==> config.mk <==
export PLATFORM = sky130hd
export DESIGN_NAME = sa_cmac_cell
export DESIGN_NICKNAME = d
export VERILOG_FILES = /design/src/rtl/sa_pkg.sv /design/src/rtl/sa_cmul.sv /design/src/rtl/sa_cmac_cell.sv
export SDC_FILE = /design/constraint.sdc
export NUM_CORES = 2
export LEC_CHECK = 0
export CORE_ASPECT_RATIO = 0.9
export CORE_MARGIN = 4
export CORE_UTILIZATION = 45
export CTS_BUF_LIST = sky130_fd_sc_hd__clkbuf_8
export DETAILED_ROUTE_END_ITERATION = 10
export HOLD_SLACK_MARGIN = 0.12
export SYNTH_ARGS = -nofsm -noshare
export SYNTH_HDL_FRONTEND = slang
export SYNTH_SLANG_ARGS = --single-unit
==> constraint.sdc <==
create_clock -name clk -period 10 [get_ports clk]
set_input_delay 1.5 -clock clk [delete_from_list [all_inputs] [get_ports clk]]
set_output_delay 1.5 -clock clk [all_outputs]
set_load 0.02 [all_outputs]
==> src/rtl/sa_pkg.sv <==
// Shared definitions for the complex MAC systolic cell: operating modes and
// default operand/accumulator/weight-bank sizes.
package sa_pkg;

  localparam int DEF_DATA_WIDTH = 16;
  localparam int DEF_ACC_WIDTH  = 40;
  localparam int DEF_WBUF_DEPTH = 16;

  typedef enum logic [1:0] {
    MODE_REAL   = 2'd0,
    MODE_CMUL   = 2'd1,
    MODE_CMAC   = 2'd2,
    MODE_BYPASS = 2'd3
  } mode_e;

endpackage

==> src/rtl/sa_cmul.sv <==
// Registered complex multiplier (pipeline stage 1). It returns the four
// partial products, so the cell can form the real-only product or the full
// complex product from the same registers.
module sa_cmul #(
  parameter int DATA_WIDTH = 16
) (
  input  logic                           clk,
  input  logic                           rst,
  input  logic signed [DATA_WIDTH-1:0]   a_re,
  input  logic signed [DATA_WIDTH-1:0]   a_im,
  input  logic signed [DATA_WIDTH-1:0]   b_re,
  input  logic signed [DATA_WIDTH-1:0]   b_im,
  output logic signed [2*DATA_WIDTH-1:0] p_rr,
  output logic signed [2*DATA_WIDTH-1:0] p_ii,
  output logic signed [2*DATA_WIDTH-1:0] p_ri,
  output logic signed [2*DATA_WIDTH-1:0] p_ir
);

  localparam int PW = 2 * DATA_WIDTH;

  // Full-precision signed products, registered every cycle.
  always_ff @(posedge clk or posedge rst) begin
    if (rst) begin
      p_rr <= '0;
      p_ii <= '0;
      p_ri <= '0;
      p_ir <= '0;
    end else begin
      p_rr <= PW'(a_re) * PW'(b_re);
      p_ii <= PW'(a_im) * PW'(b_im);
      p_ri <= PW'(a_re) * PW'(b_im);
      p_ir <= PW'(a_im) * PW'(b_re);
    end
  end

endmodule

==> src/rtl/sa_cmac_cell.sv <==
// Systolic complex MAC cell. The left operand is forwarded to the right
// neighbour after one cycle. Partial sums flow from up to down through a
// two-stage pipeline. Weights are held in a local bank and reused
// cyclically, one weight per weight-consuming sample.
module sa_cmac_cell
  import sa_pkg::*;
#(
  parameter int DATA_WIDTH = DEF_DATA_WIDTH,
  parameter int ACC_WIDTH  = DEF_ACC_WIDTH,
  parameter int WBUF_DEPTH = DEF_WBUF_DEPTH
) (
  input  logic                             clk,
  input  logic                             rst,
  input  logic [1:0]                       mode,
  input  logic                             in_valid,
  input  logic signed [DATA_WIDTH-1:0]     left_re,
  input  logic signed [DATA_WIDTH-1:0]     left_im,
  input  logic signed [ACC_WIDTH-1:0]      up_re,
  input  logic signed [ACC_WIDTH-1:0]      up_im,
  input  logic signed [DATA_WIDTH-1:0]     w_in_re,
  input  logic signed [DATA_WIDTH-1:0]     w_in_im,
  input  logic                             w_in_valid,
  output logic                             w_in_ready,
  input  logic                             w_clear,
  output logic signed [DATA_WIDTH-1:0]     right_re,
  output logic signed [DATA_WIDTH-1:0]     right_im,
  output logic                             right_valid,
  output logic signed [ACC_WIDTH-1:0]      down_re,
  output logic signed [ACC_WIDTH-1:0]      down_im,
  output logic                             down_valid,
  output logic [$clog2(WBUF_DEPTH):0]      w_count,
  output logic                             err_no_weight
);

  localparam int AW = $clog2(WBUF_DEPTH);
  localparam int PW = 2 * DATA_WIDTH;
  localparam logic [AW:0] DEPTH_C = (AW+1)'(WBUF_DEPTH);

  logic signed [DATA_WIDTH-1:0] bank_re [WBUF_DEPTH];
  logic signed [DATA_WIDTH-1:0] bank_im [WBUF_DEPTH];
  logic [AW-1:0] wr_ptr;
  logic [AW-1:0] rd_ptr;
  logic          push;
  logic          consume;
  logic          empty;
  logic          rd_wrap;
  logic signed [DATA_WIDTH-1:0] w_re;
  logic signed [DATA_WIDTH-1:0] w_im;
  mode_e         in_mode;

  logic                        s1_valid;
  mode_e                       s1_mode;
  logic signed [ACC_WIDTH-1:0] s1_up_re;
  logic signed [ACC_WIDTH-1:0] s1_up_im;
  logic signed [PW-1:0]        p_rr, p_ii, p_ri, p_ir;
  logic signed [ACC_WIDTH-1:0] e_rr, e_ii, e_ri, e_ir;
  logic signed [ACC_WIDTH-1:0] sum_re;
  logic signed [ACC_WIDTH-1:0] sum_im;

  assign in_mode    = mode_e'(mode);
  assign w_in_ready = (w_count < DEPTH_C);
  assign push       = w_in_valid && w_in_ready && !w_clear;
  assign empty      = (w_count == '0);
  assign consume    = in_valid && (in_mode != MODE_BYPASS);
  // Wrap against the count seen this cycle, so a push in the same cycle
  // does not extend the current cycle of reuse.
  assign rd_wrap    = (({1'b0, rd_ptr} + (AW+1)'(1)) == w_count);
  // An empty bank yields a zero weight.
  assign w_re       = empty ? '0 : bank_re[rd_ptr];
  assign w_im       = empty ? '0 : bank_im[rd_ptr];

  // Weight bank storage; contents survive reset and are not cleared.
  always_ff @(posedge clk) begin
    if (push) begin
      bank_re[wr_ptr] <= w_in_re;
      bank_im[wr_ptr] <= w_in_im;
    end
  end

  // Bank pointers, fill count and the sticky missing-weight flag.
  always_ff @(posedge clk or posedge rst) begin
    if (rst) begin
      wr_ptr        <= '0;
      rd_ptr        <= '0;
      w_count       <= '0;
      err_no_weight <= 1'b0;
    end else if (w_clear) begin
      wr_ptr        <= '0;
      rd_ptr        <= '0;
      w_count       <= '0;
      err_no_weight <= 1'b0;
    end else begin
      if (push) begin
        wr_ptr  <= wr_ptr + AW'(1);
        w_count <= w_count + (AW+1)'(1);
      end
      if (consume && !empty)
        rd_ptr <= rd_wrap ? '0 : rd_ptr + AW'(1);
      if (consume && empty)
        err_no_weight <= 1'b1;
    end
  end

  // Left operand forwarded to the right neighbour with one cycle of latency.
  always_ff @(posedge clk or posedge rst) begin
    if (rst) begin
      right_re    <= '0;
      right_im    <= '0;
      right_valid <= 1'b0;
    end else begin
      right_re    <= left_re;
      right_im    <= left_im;
      right_valid <= in_valid;
    end
  end

  sa_cmul #(.DATA_WIDTH(DATA_WIDTH)) u_cmul (
    .clk  (clk),
    .rst  (rst),
    .a_re (left_re),
    .a_im (left_im),
    .b_re (w_re),
    .b_im (w_im),
    .p_rr (p_rr),
    .p_ii (p_ii),
    .p_ri (p_ri),
    .p_ir (p_ir)
  );

  // Stage 1 side-band: the mode and partial sum travel with their products.
  always_ff @(posedge clk or posedge rst) begin
    if (rst) begin
      s1_valid <= 1'b0;
      s1_mode  <= MODE_REAL;
      s1_up_re <= '0;
      s1_up_im <= '0;
    end else begin
      s1_valid <= in_valid;
      s1_mode  <= in_mode;
      s1_up_re <= up_re;
      s1_up_im <= up_im;
    end
  end

  // Products are sign-extended to the accumulator width; sums wrap.
  assign e_rr = ACC_WIDTH'(p_rr);
  assign e_ii = ACC_WIDTH'(p_ii);
  assign e_ri = ACC_WIDTH'(p_ri);
  assign e_ir = ACC_WIDTH'(p_ir);

  // Stage 2 sum selection per sample mode.
  always_comb begin
    sum_re = s1_up_re;
    sum_im = s1_up_im;
    case (s1_mode)
      MODE_REAL: begin
        sum_re = s1_up_re + e_rr;
        sum_im = '0;
      end
      MODE_CMUL: begin
        sum_re = e_rr - e_ii;
        sum_im = e_ri + e_ir;
      end
      MODE_CMAC: begin
        sum_re = s1_up_re + e_rr - e_ii;
        sum_im = s1_up_im + e_ri + e_ir;
      end
      default: begin
        sum_re = s1_up_re;
        sum_im = s1_up_im;
      end
    endcase
  end

  // Stage 2 register; down_* holds its last value between valid samples.
  always_ff @(posedge clk or posedge rst) begin
    if (rst) begin
      down_re    <= '0;
      down_im    <= '0;
      down_valid <= 1'b0;
    end else begin
      down_valid <= s1_valid;
      if (s1_valid) begin
        down_re <= sum_re;
        down_im <= sum_im;
      end
    end
  end

endmodule

Yosys cells after proc, flatten, opt, wreduce, memory -nomap -nowiden

Memory sizes are Yosys's and may differ from the RTL's.
Index checks and enable logic that the tools add are counted.

Add/subtract/negate cells: 10
Multipliers: 4
Divide/modulo/power cells: 0
Magnitude comparators: 1
Equal/unequal tests: 4
Shift operators: 0
Muxes and demuxes: 15
Bitwise logic cells: 0
Reductions and logical operators: 12

Operator list:

| cell                | number |
|---|---|
| $pmux 40 s3         | 2 |
| $mul 16x16->32      | 4 |
| $add 40x32->40      | 3 |
| $sub 40x32->40      | 1 |
| $add 32x32->33      | 1 |
| $sub 32x32->33      | 1 |
| $mux 16             | 2 |
| $mux 4              | 5 |
| $mux 5              | 2 |
| $add 4x1->4 const B | 2 |
| $reduce_bool 2->1   | 3 |
| $add 4x1->5 const B | 1 |
| $add 5x1->5 const B | 1 |
| $eq 5x5->1          | 1 |
| $logic_and 1x1->1   | 5 |
| $logic_not 5->1     | 1 |
| $lt 5x5->1 const B  | 1 |
| $mux 1              | 4 |
| $eq 2x1->1 const B  | 1 |
| $eq 2x2->1 const B  | 1 |
| $logic_not 1->1     | 2 |
| $logic_not 2->1     | 1 |
| $ne 2x2->1 const B  | 1 |

Bits in registers: 338
Latch bits: 0
Memory bits (writable): 512
ROM bits: 0
Input port bits: 151
Output and inout bits: 121
Logic and storage cells: 65
Memories kept: 2

Memories:

| memory  | words | bits a word | rd ports | clocked after memory_dff | wr ports | RTL line           | text |
|---|---|---|---|---|---|---|---|
| bank_im | 16    | 16          | 1        | 0                        | 1        | sa_cmac_cell.sv:40 | `logic signed [DATA_WIDTH-1:0] bank_im [WBUF_DEPTH];` |
| bank_re | 16    | 16          | 1        | 0                        | 1        | sa_cmac_cell.sv:39 | `logic signed [DATA_WIDTH-1:0] bank_re [WBUF_DEPTH];` |

Logic depth before layout (Yosys ltp)

Depth in word-level cells: 5
Mapped depth: 34
Depth with buffers taken out: 29

By module

Synthesis repeated with hierarchy kept, for this count alone.

Cells, all modules: 7365
Area total of the unflattened synthesis: 80648.6 sq um

Modules (own cells, without submodules):

| module       | instances | cells an instance | area each (sq um) | sequential area each (sq um) |
|---|---|---|---|---|
| sa_cmul      | 1         | 4506              | 42662.2           | 3203.1 |
| sa_cmac_cell | 1         | 2859              | 37986.4           | 20629.8 |

Least setup slack after synthesis

No wires, ideal clock.

Path type: register -> register
Start: reg rd_ptr[0]
End: reg u_cmul.p_ri[30]
Setup time: 0.080 ns
Data arrival time: 8.586 ns
Required time: 9.920 ns
Path slack: 1.334 ns
Cell stages (with the launch flop): 33
Buffers on the path: 6
Period minus slack after synthesis: 8.666 ns
Path through: dfrtp_1 > buf_2 > buf_2 > buf_2 > buf_2 > mux4_2 > mux4_2 > clkbuf_1 > clkbuf_1 > and3_1 > fa_1 > inv_1 > fa_1 > fa_1 > inv_1 > fa_1 > fa_1 > inv_1 > fa_1 > inv_1 > ha_1 > a21o_1 > a21o_1 > a21o_1 > a21o_1 > a21o_1 > a2111oi_0 > a211oi_1 > o31ai_1 > a21boi_1 > o21a_1 > nor2_1 > xnor2_1

Cells in the longest elaborated chain, start to end: 3

Ends and longest elaborated chain:

| element                | RTL line           | text |
|---|---|---|
| from (decl)            | sa_cmac_cell.sv:42 | `logic [AW-1:0] rd_ptr;` |
| from (signal assigned) | sa_cmac_cell.sv:98 | `rd_ptr <= rd_wrap ? '0 : rd_ptr + AW'(1);` |
| $mem_v2 16x16          | -                  |  |
| $mux 16                | sa_cmac_cell.sv:70 | `assign w_im = empty ? '0 : bank_im[rd_ptr];` |
| $mul 16x16->32         | sa_cmul.sv:31      | `p_ri <= PW'(a_re) * PW'(b_im);` |
| to (signal assigned)   | sa_cmul.sv:31      |  |
| to (decl)              | sa_cmul.sv:15      | `output logic signed [2*DATA_WIDTH-1:0] p_ri,` |

Every way passes these cells.
A chain may end at the register's enable or synchronous reset.

Worst setup path after layout

Start: reg rd_ptr[0]
End: reg u_cmul.p_ii[31]

Cells in the longest elaborated chain, start to end: 3

Ends and longest elaborated chain:

| element              | RTL line           | text |
|---|---|---|
| $mem_v2 16x16        | -                  |  |
| $mux 16              | sa_cmac_cell.sv:70 |  |
| $mul 16x16->32       | sa_cmul.sv:30      | `p_ii <= PW'(a_im) * PW'(b_im);` |
| to (signal assigned) | sa_cmul.sv:30      |  |
| to (decl)            | sa_cmul.sv:14      | `output logic signed [2*DATA_WIDTH-1:0] p_ii,` |

Every way passes these cells.

==> flow_summary.ini <==
[outcome]
status = complete, no violations

[final_layout]
layout-drive-gt1-share_pct = 8.645
finalNetCount = 9209
final_cell_mix = 1328 x inv_1, 1092 x fa_1, 628 x nand2_1
layout_commonest_cell = inv_1
finish.utilization_pct = 50.35
stdcell_count = 9947
syn_to_final_growth_pct = 11.37

[synthesis]
synth_top_family_by_area = adder cells
muxShareOfSynthArea_pct = 5.424
synth_cell_types = 93
synth_simple_gate_area_share_pct = 10.68
seq_area_frac_synth_pct = 30.00
syn_area_um2 = 79450
ys_ff_latch = 850
synth-adder-area-share_pct = 35.63
synth.avg_cell_area_um2 = 11.03
postSynthCellCount = 7202
synth_compound_area_share_pct = 7.267
yosysWarnings = 0
synth_xor_area_share_pct = 3.285
ys_async_sr_fraction_pct = 39.76
synthesis.nets = 8960
synth_edf_count = 512
synthFlopType = edfxtp_1

[job]
maxCapViolCount = 0

[critical_path]
crit_slowest_cell = fa_1
cpPeakStageDelay_ps = 880
path_buf_inv = 7
critical_path.top_delay_family = adder cells
cp-start-kind = flip-flop
startpoint = rd_ptr[0]$_DFFE_PP0P_
crit_type = reg2reg
cp_max_fo = 18
r2r_setup_slack_ps = 810
reg2reg_from = rd_ptr[0]$_DFFE_PP0P_
end_kind = flip-flop
cp.required_ps = 10800
timing.critical_path.mode_cell = fa_1
cp.arrival_ps = 9990

[routing]
ant_nets = 0
vias_per_cell = 5.494
wl_mm = 229.1
num_vias = 54650
wl_per_cell_um = 23.03
drc = 0
first_pass_iters = 6
first_iter_violations = 4281

[min_path]
hp-start = down_re[23]$_DFFE_PP0P_
hold_path_class = reg2reg

[floorplanning]
fp-row-count = 146
die_w_um = 450.9
die_area_um2 = 183300
core_um2 = 175700
dieHeight_um = 406.6
initial_utilization_pct = 45.21
io_pins = 272

[power]
power.share.clock_pct = 11.2
p_per_area_nw_per_um2 = 343.5
switching_share_pct = 50.15
ir_drop_v = 0.0004740
p_int_uw = 15150
p_switching_uw = 15240
comb_power_share_pct = 72.7
seqPwrFrac_pct = 16.1
leakagePower_uw = 0.04139

[clocking]
clk_pin_slew_worst_paths_ps = 70
ctsHoldBuffers = 0
cts_root_buf = clkbuf_8
cts_buffers = 148
cts_tree = built
clk_latency_ps = 950
post_cts_buffers = 0
cts_resized = 0
cts_sinks = 850
clk_path_buf_depth = 3
htreeDepth = 4

[placed_design]
numPortBuffers = 271
gp_congestion = 0.9136
dp_hpwl_mm = 173.8
placed_cells = 9669
pre_cts_slack_ps = 827.9

[global_route]
grt_max_degree = 240
antenna_found_initial = 27
track_usage_pct = 25.62
grt_pass1_wl_mm = 354.4
grt_pass1_vias = 57770
overflow = 0

[timing]
worst_pin_slew_ps = 1102
rsz0062_at_grt = false
tns_ps = 0
whs_ps = 481.9
final.setup_skew_ps = 65.86
finalMaxSlewViolations = 0
fin_ws_ps = 807.5
max_freq_mhz = 108.8
finalCritPeriodShare_pct = 91.93
hold_viol_final = 0
fin_crit_ps = 9193
worst_slew_margin_rel_pct = 26.48
setup_viol = 0
-- state kept, by name, indices dropped and copies added (netlist names), 4 cells and up --
register and cells:
down_im 40, u_cmul.p_ir 32, s1_up_re 40, s1_up_im 40
u_cmul.p_ii 32, wr_ptr 4, right_im 16, w_count 5
u_cmul.p_ri 32, bank_im 256, bank_re 256, right_re 16
rd_ptr 4, u_cmul.p_rr 32, down_re 40
-- through the flow --
stage	instance area, µm²	power [µW]
final	88480	30390
after global routing	88460	33450
after CTS	88440	30410
after detailed placement	85370	26850
after global placement	85370	26500
after floorplan	79450	20010
-- logic make-up (layout without fill, tap and decap cells) --
family | Yosys count | after routing
AND/OR/NAND/NOR | 1733 | 1733
flip-flops | 850 | 850
other | 0 | 14
AO/OA/AOI/OAI | 880 | 880
XOR/XNOR | 298 | 298
buffers and inverters | 1627 | 1990
adder cells (fa/ha/maj) | 1607 | 1607
multiplexers | 207 | 207
-- synthesized netlist by cell type, types with 30 or more instances --
cell type | number | area [µm²]
xor2_1 | 98 | 858.3
xnor2_1 | 200 | 1752
and3_1 | 524 | 3278
nand2b_1 | 30 | 187.7
nor2_1 | 294 | 1104
a21o_1 | 133 | 998.5
o21bai_1 | 49 | 367.9
inv_1 | 1289 | 4838
dfrtp_1 | 338 | 8458
nand3_1 | 42 | 210.2
and2_1 | 40 | 250.2
nand2_1 | 628 | 2357
o21ai_0 | 163 | 815.8
a21oi_1 | 259 | 1296
edfxtp_1 | 512 | 15370
ha_1 | 515 | 6444
mux4_2 | 177 | 3986
clkbuf_1 | 302 | 1134
a211oi_1 | 34 | 255.2
fa_1 | 1092 | 21860
nor3_1 | 46 | 230.2
-- layer usage --
metal	up-vias	track usage, %	part of all wire (%)
li1	24270	-	-
met1	28040	36.34	44
met2	1960	39.08	44
met3	357	5.492	8.2
met4	14	9.233	3.6
met5	-	0	0.047
-- power groups by stage --
| stage | Sequential, µW | Combinational [µW] | Clock [µW] |
|---|---|---|---|
| floorplan | 4860 | 15200 | 0 |
| global placement | 4940 | 21600 | 0 |
| detailed placement | 4950 | 21900 | 0 |
| CTS | 4880 | 22000 | 3500 |
| global route | 4940 | 24900 | 3650 |
| finish | 4890 | 22100 | 3390 |
-- final timing paths --
check / end / cells after the start
max: u_cmul.p_ii[31]$_DFF_PP0_ / 26
min: down_re[23]$_DFFE_PP0P_ / 1
max reg2reg: u_cmul.p_ii[31]$_DFF_PP0_ / 26
min reg2reg: down_re[23]$_DFFE_PP0P_ / 1
max in group asynchronous: rd_ptr[1]$_DFFE_PP0P_ / 4
min in group asynchronous: s1_up_re[9]$_DFF_PP0_ / 2
-- cell type report --
class | count | area, µm²
diodes | 14 | 35.03
clock inverters | 105 | 884.6
clock buffers | 159 | 2188
fillers | 15780 | 87260
flip-flops and latches | 850 | 23850
repair buffers | 436 | 4096
multi-input cells | 4725 | 49610
inverters | 1290 | 4846
well taps | 2368 | 2963
No activity file was read; power rests on OpenSTA's default activity.
